--- config.mk ---
export PLATFORM = sky130hd
export DESIGN_NAME = cjump_rs
export DESIGN_NICKNAME = d
export VERILOG_FILES = /design/src/rtl/cjump_rs.sv
export SDC_FILE = /design/constraint.sdc
export NUM_CORES = 1
export LEC_CHECK = 0
export ABC_AREA = 1
export CORE_AREA = 2 2 169 171
export DETAILED_ROUTE_END_ITERATION = 7
export DIE_AREA = 0 0 171 173
export PLACE_DENSITY = 0.77
export SLEW_MARGIN = 5
export SYNTH_ARGS = -nofsm -noshare
export SYNTH_HDL_FRONTEND = slang
export SYNTH_SLANG_ARGS = --single-unit
--- constraint.sdc ---
create_clock -name clk -period 3.3 [get_ports clk]
set_input_delay 0.495 -clock clk [delete_from_list [all_inputs] [get_ports clk]]
set_output_delay 0.495 -clock clk [all_outputs]
set_load 0.02 [all_outputs]
--- src/rtl/cjump_rs.sv ---
// cjump_rs: reservation station for the conditional-jump FU (compacting age-ordered queue, CDB snoop, oldest-ready issue)
module cjump_rs #(
  parameter int DEPTH   = 4,
  parameter int ROBID_W = 4,
  parameter int DATA_W  = 8
) (
  input  logic                         clk,
  input  logic                         rst,
  input  logic                         flush,
  input  logic                         disp_valid,
  output logic                         disp_ready,
  input  logic [DATA_W-1:0]            disp_operand,
  input  logic [1:0]                   disp_dep_rdy,
  input  logic [2*ROBID_W-1:0]         disp_dep_tag,
  input  logic [2*DATA_W-1:0]          disp_dep_val,
  input  logic [DATA_W-1:0]            disp_wbs,
  input  logic [DATA_W-1:0]            disp_flags,
  input  logic [ROBID_W-1:0]           disp_robid,
  input  logic                         cdb_valid,
  input  logic [ROBID_W-1:0]           cdb_id,
  input  logic [DATA_W-1:0]            cdb_val,
  input  logic                         fu_busy,
  output logic                         issue_transmit,
  output logic [DATA_W-1:0]            issue_operand,
  output logic [2*DATA_W-1:0]          issue_depvals,
  output logic [DATA_W-1:0]            issue_wbs,
  output logic [DATA_W-1:0]            issue_flags,
  output logic [ROBID_W-1:0]           issue_robid,
  output logic [$clog2(DEPTH+1)-1:0]   count
);
  localparam int CW = $clog2(DEPTH+1);
  localparam int IW = $clog2(DEPTH);
  typedef struct packed {
    logic                       v;
    logic [DATA_W-1:0]          op;
    logic [DATA_W-1:0]          wbs;
    logic [DATA_W-1:0]          fl;
    logic [ROBID_W-1:0]         rob;
    logic [1:0]                 rdy;
    logic [1:0][ROBID_W-1:0]    tag;
    logic [1:0][DATA_W-1:0]     val;
  } ent_t;
  ent_t ent_q [DEPTH];
  ent_t ent_d [DEPTH];
  ent_t new_ent;
  logic [CW-1:0] count_q, count_d, widx;
  logic [IW-1:0] sel;
  logic found, issue, accept;
  logic tx_q;
  logic [DATA_W-1:0] op_q, wbs_q, fl_q;
  logic [2*DATA_W-1:0] dv_q;
  logic [ROBID_W-1:0] rob_q;
  assign disp_ready = count_q != CW'(DEPTH);
  assign count = count_q;
  assign issue_transmit = tx_q;
  assign issue_operand = op_q;
  assign issue_depvals = dv_q;
  assign issue_wbs = wbs_q;
  assign issue_flags = fl_q;
  assign issue_robid = rob_q;
  always_comb begin
    new_ent = '0;
    new_ent.v = 1'b1;
    new_ent.op = disp_operand;
    new_ent.wbs = disp_wbs;
    new_ent.fl = disp_flags;
    new_ent.rob = disp_robid;
    new_ent.rdy = disp_dep_rdy;
    new_ent.tag = disp_dep_tag;
    new_ent.val = disp_dep_val;
  end
  // Downward scan so the lowest (oldest) ready index wins.
  always_comb begin
    sel = '0;
    found = 1'b0;
    for (int i = DEPTH-1; i >= 0; i--)
      if (ent_q[i].v && &ent_q[i].rdy) begin
        found = 1'b1;
        sel = IW'(i);
      end
  end
  assign issue = found && !fu_busy && !tx_q;
  assign accept = disp_valid && disp_ready;
  assign widx = count_q - CW'(issue);
  assign count_d = count_q + CW'(accept) - CW'(issue);
  // Compact first, then insert the new op, then let the CDB act on the resulting positions.
  always_comb begin
    ent_d = ent_q;
    for (int i = 0; i < DEPTH-1; i++)
      if (issue && IW'(i) >= sel) ent_d[i] = ent_q[i+1];
    if (issue) ent_d[DEPTH-1] = '0;
    for (int i = 0; i < DEPTH; i++)
      if (accept && CW'(i) == widx) ent_d[i] = new_ent;
    for (int i = 0; i < DEPTH; i++)
      for (int s = 0; s < 2; s++)
        if (cdb_valid && ent_d[i].v && !ent_d[i].rdy[s] && ent_d[i].tag[s] == cdb_id) begin
          ent_d[i].rdy[s] = 1'b1;
          ent_d[i].val[s] = cdb_val;
        end
  end
  always_ff @(posedge clk) begin
    if (rst || flush) begin
      for (int i = 0; i < DEPTH; i++) ent_q[i] <= '0;
      count_q <= '0;
      tx_q <= 1'b0;
      op_q <= '0;
      dv_q <= '0;
      wbs_q <= '0;
      fl_q <= '0;
      rob_q <= '0;
    end else begin
      ent_q <= ent_d;
      count_q <= count_d;
      tx_q <= issue;
      if (issue) begin
        op_q <= ent_q[sel].op;
        dv_q <= ent_q[sel].val;
        wbs_q <= ent_q[sel].wbs;
        fl_q <= ent_q[sel].fl;
        rob_q <= ent_q[sel].rob;
      end
    end
  end
endmodule

==> impl_metrics.yaml, run 1 <==
min_path:
  worst_hold_path_type: "reg -> reg"
  holdCritStartpoint: "ent_q[198]$_SDFFE_PP0P_"
cts:
  cts-buffers-inserted: 30
  cts_hold_buf: 0
  cts_tree: "done"
  clock_path_buffers: 3
  cts-root-buf: "clkbuf_16"
  h-tree-depth: 1
  clkLatencyLatePin_ps: 570
  cts_sinks: 268
  clkTransAtPathRegs_ps: 60
timing:
  fin_tns_setup_ps: 0
  timing_hold_violations_final: 0
  min_period_ps: 3140
  whs_ps: 475
  worst_pin_slew_ps: 755
  max_slew_margin_pct: 49.7
  max_freq_mhz: 318
  drv_slew: 0
  finalSetupViolCount: 0
  finClkSkew_ps: 20.7
  fin_crit_sh_pct: 95.2
run:
  drv_cap: 0
pwr:
  powerDensity_nw_per_um2: 438
  seqPwrFrac_pct: 42.4
  intPower_mw: 5.88
  p_sw_mw: 1.87
  sw_frac_of_total_pct: 24.2
  combPwrFrac_pct: 9.0
  ir_worst_vdd_uv: 343
  leakagePower_nw: 7.46
  power_mw: 7.76
  clock_power_share_pct: 48.5
detailed_routing:
  routed_wl_um: 47400
  highest_layer: "met4"
  drt_iter0_markers: 1634
  via_per_inst: 5.74
  wl_met1_um: 19400
  vias: 15542
  wl_met3_um: 4150
  drt-pass1-iter-count: 6
  ant_nets: 0
  dr_wl_met2_um: 22000
  wire_per_inst_um: 17.5
  drc: 0
synthesis:
  ys_ff_latch: 268
  ys_types: 41
  synth_cells: 2174
  synthXorXnorAreaFrac_pct: 0.0606
  yosysWarnings: 0
  synth_mux_area_share_pct: 0
  synthSimpleGateAreaFrac_pct: 30.9
  synth_seq_area_share_pct: 37.1
  synth.area.top_cells: "dfxtp_1, nand2_1, inv_1"
  avgSynthCellArea_um2: 6.65
  syn_area_um2: 14500
  synth_top_family_by_area: "simple AND/OR/NAND/NOR gates"
  synthesis.nets: 2251
  synth_largest_area_cell: "dfxtp_1"
  synth.top_cell.area_share_pct: 37.1
  synth_compound_area_share_pct: 19.1
  synthAdderAreaFrac_pct: 0.484
die:
  coreArea_um2: 27600
  fp.dieH_um: 173
  row_count: 61
  die_w_um: 171
  initial_core_util_pct: 52.4
  design.portCount: 121
  fp.dieArea_um2: 29600
setup_path:
  critPathLaunch: "ent_q[134]$_SDFF_PP0_"
  r2r-start: "ent_q[134]$_SDFF_PP0_"
  critPathMostFrequentCell: "nand2_1"
  cp_slowest_cell: "dfxtp_1"
  worst_path_largest_cell_delay_ps: 370
  reg2reg_slack_ps: 160
  cp-end-kind: "flop"
  worst-path-buf-inv: 3
  worstPathMaxFanout: 17
  crit_family: "simple AND/OR/NAND/NOR gates"
  cp.required_ps: 3780
  crit_path_cell_trace: "nand3_1 > nand2_2 > nor2_4 > nor2_4 > ha_1 > ha_1 > inv_1 > nand2_1 > nand2_2 > buf_4 > nor3_4 > nand2_4 > inv_2 > nand2_1 > nand3_1 > nand2_1 > nor2_8 > nand3_4 > nand2_1 > nand2_1 > a21oi_1"
  path_class: "reg -> reg"
  crit_arrival_ps: 3620
  cp-start-kind: "flop"
global_routing:
  grt_pass1_vias: 14764
  grt.overflow.total: 0
  antenna_found_initial: 0
  grt_max_degree: 97
  grt_use_total_pct: 31.3
  grt_pass1_wl_um: 75000
outcome:
  status: "finished, final reports clean"
layout:
  area_delta_synth_final_pct: 22.6
  fillers: 2469
  multiInputGateArea_um2: 7390
  post-route-util_pct: 64.2
  antennaDiodeCount: 0
  final_nets: 2386
  regArea_um2: 5370
  drive_above_1_share_pct: 11.6
place:
  io_buffer_count: 120
  dp_hpwl_um: 31200
  gp_routability_congestion: 0.945
-- per-stage QoR --
stage	cell area (µm²)	setup WS, ps	cells
6_report	17700	160	2710
5_1_grt	17700	-12.2	2710
4_1_cts	17600	38.5	2707
3_5_place_dp	16500	-387	2652
3_3_place_gp	16500	-369	2652
2_1_floorplan	14500	33.2	2174
-- worst paths after layout --
path,end,cells after the start
max,ent_q[61]$_SDFFE_PP0P_,21
min,ent_q[198]$_SDFFE_PP0P_,2
max reg2reg,ent_q[61]$_SDFFE_PP0P_,21
min reg2reg,ent_q[198]$_SDFFE_PP0P_,2
-- state kept, by name, indices dropped and copies added, names as in the netlist --
| name | cells |
|---|---|
| issue_robid | 4 |
| issue_flags | 8 |
| count | 3 |
| issue_transmit | 1 |
| issue_operand | 8 |
| ent_q | 220 |
| issue_wbs | 8 |
| issue_depvals | 16 |
-- tightest hold or removal path, cell delays in order, from the launching register on --
cell and delay, ps:
dfxtp_1 310, nand2_1 60, a31oi_1 60
-- Yosys cell counts (all sizes together) --
master / n
and2: 1
o21ai: 129
xnor2: 1
nand3: 220
o22ai: 25
or2: 1
nor2: 210
o211ai: 54
o221ai: 55
fa: 1
nand4: 8
a31oi: 37
a21oi: 160
nor3: 44
nand2: 512
clkinv: 2
nand3b: 3
ha: 4
clkbuf: 96
inv: 302
buf: 41
dfxtp: 268
-- cell usage in the layout, fill, tap and decap left out, types with 15 or more instances in the layout --
| cell | netlist | routed |
|---|---|---|
| a21oi_1 | 158 | 157 |
| a31oi_1 | 37 | 37 |
| buf_4 | 2 | 109 |
| clkbuf_16 | 0 | 31 |
| clkdlybuf4s50_1 | 0 | 120 |
| dfxtp_1 | 268 | 267 |
| inv_1 | 289 | 288 |
| nand2_1 | 479 | 477 |
| nand2_2 | 22 | 19 |
| nand2_4 | 11 | 16 |
| nand3_1 | 213 | 212 |
| nor2_1 | 192 | 188 |
| nor2_4 | 13 | 15 |
| nor3_1 | 39 | 39 |
| o211ai_1 | 50 | 50 |
| o21ai_0 | 92 | 91 |
| o21ai_1 | 35 | 35 |
| o221ai_1 | 55 | 55 |
| o22ai_1 | 24 | 22 |
-- cell type report --
cell class | instances | area share, %
Multi-Input combinational cell | 1465 | 41.7
Sequential cell | 268 | 30.3
Timing Repair Buffer | 240 | 12.6
Inverter | 304 | 6.49
Clock buffer | 42 | 5.06
Tap cell | 378 | 2.67
Clock inverter | 13 | 1.25
-- cells by family (layout without fill, tap and decap cells) --
group,Yosys count,in the layout
AOI/OAI and AO/OA,460,460
xor gates and xnor gates,1,1
adders and majority gates,5,5
buffers and inverters,441,599
DFF,268,268
and+or+nand+nor,999,999
-- repair_timing --
action	CTS	global route
cloned	0	0
endpoints found under the setup margin	10	75
pin swaps	0	5
buffers inserted	0	3
resized for setup	3	15
-- metal layers --
layer  global-route usage [%]  vias to the layer above
met2                     51.3                      762
met1                     41.3                     7213
met4                     13.3                        0
li1                         -                     7418
met5                        0                        -
met3                     3.91                      149
-- power groups by stage --
stage	logic, mW	registers [mW]	clock network (mW)
floorplan	0.375	3.36	0
global placement	0.665	3.36	0
detailed placement	0.674	3.36	0
CTS	0.681	3.29	3.79
global route	0.751	3.29	3.91
finish	0.700	3.29	3.77
Note: power is estimated with default switching activity, not from simulation.
==> run 2, diff against run 1 <==
--- a/config.mk
+++ b/config.mk
@@ -10,6 +10,7 @@
 export DETAILED_ROUTE_END_ITERATION = 7
 export DIE_AREA = 0 0 171 173
 export PLACE_DENSITY = 0.77
+export REMOVE_ABC_BUFFERS = 1
 export SLEW_MARGIN = 5
 export SYNTH_ARGS = -nofsm -noshare
 export SYNTH_HDL_FRONTEND = slang
==> run 2 against run 1 <==
  * Register-to-register slack improved by 70 ps
  * Hold slack got worse by 0.58 ps
  * Critical endpoint is now ent_q[82]$_SDFFE_PP0P_
  * Sequential power hardly changed
  * Power fell by 6.9%
  * Design area fell by 1.5%
  * Critical path type unchanged
  * First-iteration DRC count rose by 14%
  * Combinational power is 1% lower
==> impl_metrics.yaml, run 2 (synthesis results as in run 1) <==
outcome:
  status: "finished, final reports clean"
detailed_routing:
  ant_nets: 0
  vias: 15259
  wire_per_inst_um: 17.2
  routed_wl_um: 46300
  drt_iter0_markers: 1855
  via_per_inst: 5.67
  drc: 0
  drt-pass1-iter-count: 8
place:
  io_buffer_count: 120
  gp_routability_congestion: 0.942
  dp.cells: 2639
  dp_hpwl_um: 29600
layout:
  mostFrequentLayoutCell: "nand2_1"
  final_cells: 2689
  largest_register_ffs: 220
  area_delta_synth_final_pct: 20.8
  post-route-util_pct: 63.2
  regMostFlops: "ent_q"
  final_cell_mix: "nand2_1, inv_1, dfxtp_1"
  drive_above_1_share_pct: 10.7
  final_nets: 2370
  antennaDiodeCount: 0
timing:
  min_period_ps: 3070
  worst_pin_slew_ps: 1100
  finalSetupViolCount: 0
  finClkSkew_ps: 16.5
  max_slew_margin_pct: 26.9
  timing_hold_violations_final: 0
  fin_crit_sh_pct: 93.0
  drv_slew: 0
  max_freq_mhz: 326
cts:
  cts-root-buf: "clkbuf_16"
  cts_hold_buf: 0
  clkTransAtPathRegs_ps: 60
  cts_tree: "done"
  cts_sinks: 268
  cts-buffers-inserted: 30
  clkLatencyLatePin_ps: 570
  h-tree-depth: 1
  clock_path_buffers: 3
setup_path:
  r2r_end: "ent_q[82]$_SDFFE_PP0P_"
  r2r-start: "ent_q[135]$_SDFF_PP0_"
  cp-end-kind: "flop"
  crit_end: "ent_q[82]$_SDFFE_PP0P_"
  path_class: "reg -> reg"
  rr_worst_depth: 18
  cp.required_ps: 3800
  reg2reg_slack_ps: 230
  critPathLaunch: "ent_q[135]$_SDFF_PP0_"
  cp-start-kind: "flop"
  worstPathMaxFanout: 27
  crit_arrival_ps: 3570
min_path:
  worst_hold_path_type: "reg -> reg"
  holdCritStartpoint: "ent_q[41]$_SDFFE_PP0P_"
die:
  design.portCount: 121
  fp.dieArea_um2: 29600
  coreArea_um2: 27600
  initial_core_util_pct: 52.4
  row_count: 61
  die_w_um: 171
  fp.dieH_um: 173
global_routing:
  grt_pass1_vias: 14175
  grt_use_total_pct: 30.6
  antenna_found_initial: 0
  grt_max_degree: 97
  grt_pass1_wl_um: 73900
  grt.overflow.total: 0
run:
  drv_cap: 0
pwr:
  ir_worst_vdd_uv: 387
  leakagePower_nw: 7.31
  powerDensity_nw_per_um2: 413
  power_mw: 7.22
-- run 2: worst min path at each step --
stage                                   to  slack (ps)  cells after the start
floorplan           ent_q[26]$_SDFFE_PP0P_         450                      2
global placement    ent_q[41]$_SDFFE_PP0P_         460                      2
detailed placement  ent_q[32]$_SDFFE_PP0P_         470                      2
CTS                 ent_q[32]$_SDFFE_PP0P_         470                      2
global route        ent_q[41]$_SDFFE_PP0P_         490                      2
finish              ent_q[41]$_SDFFE_PP0P_         470                      2
-- run 2: power by group --
group	leakage, nW	internal (mW)	switching (mW)
Sequential	2.16	3.27	0.0187
Combinational	4.68	0.258	0.434
Clock	0.467	1.87	1.36
Total	7.31	5.41	1.81
-- run 2: cell type report --
cell class / count / area (µm²)
multi-input combinational: 1465 / 7410
sequential: 268 / 5370
inverter: 304 / 1150
clock buffer: 45 / 908
timing repair buffer: 224 / 2130
tap: 378 / 473
clock inverter: 5 / 28.8
fill: 2520 / 10200
-- run 2: routing by layer --
metal  part of all wire [%]  track usage, %  up-vias  routed length, µm
met5                      0               0        -                  0
met4                    2.8            10.6        0               1280
met3                    9.8            4.33       94               4520
met2                     46            49.3      784              21200
met1                     42            41.8     7019              19300
li1                       -               -     7362                  -
-- run 2: metrics by stage --
stage | hold slack, ps | setup TNS (ps) | cell area [µm²] | worst slack (ps)
2_1_floorplan | 451 | -554200 | 13800 | -2810
3_3_place_gp | 460 | -14840 | 16400 | -305
3_5_place_dp | 465 | -23220 | 16400 | -458
4_1_cts | 474 | 0 | 17400 | 31.2
5_1_grt | 490 | -11.1 | 17500 | -10.7
6_report | 475 | 0 | 17500 | 231
-- run 2: critical path: stages (launching register included) --
cell	delay, ps
dfxtp_1	320
nand3_1	110
nand2_2	120
nor2_4	130
nor2_4	40
ha_2	180
ha_4	160
inv_1	50
nand2_1	90
nand2_4	140
nor3_4	50
nand2_4	90
inv_2	120
buf_4	280
nor2_2	250
clkinv_1	390
o221ai_1	290
nand2_1	80
inv_1	80
-- run 2: timing repair --
action,in CTS,in global routing
buffers inserted,0,0
pin swaps,0,5
resized for setup,2,19
endpoints found under the setup margin,8,91
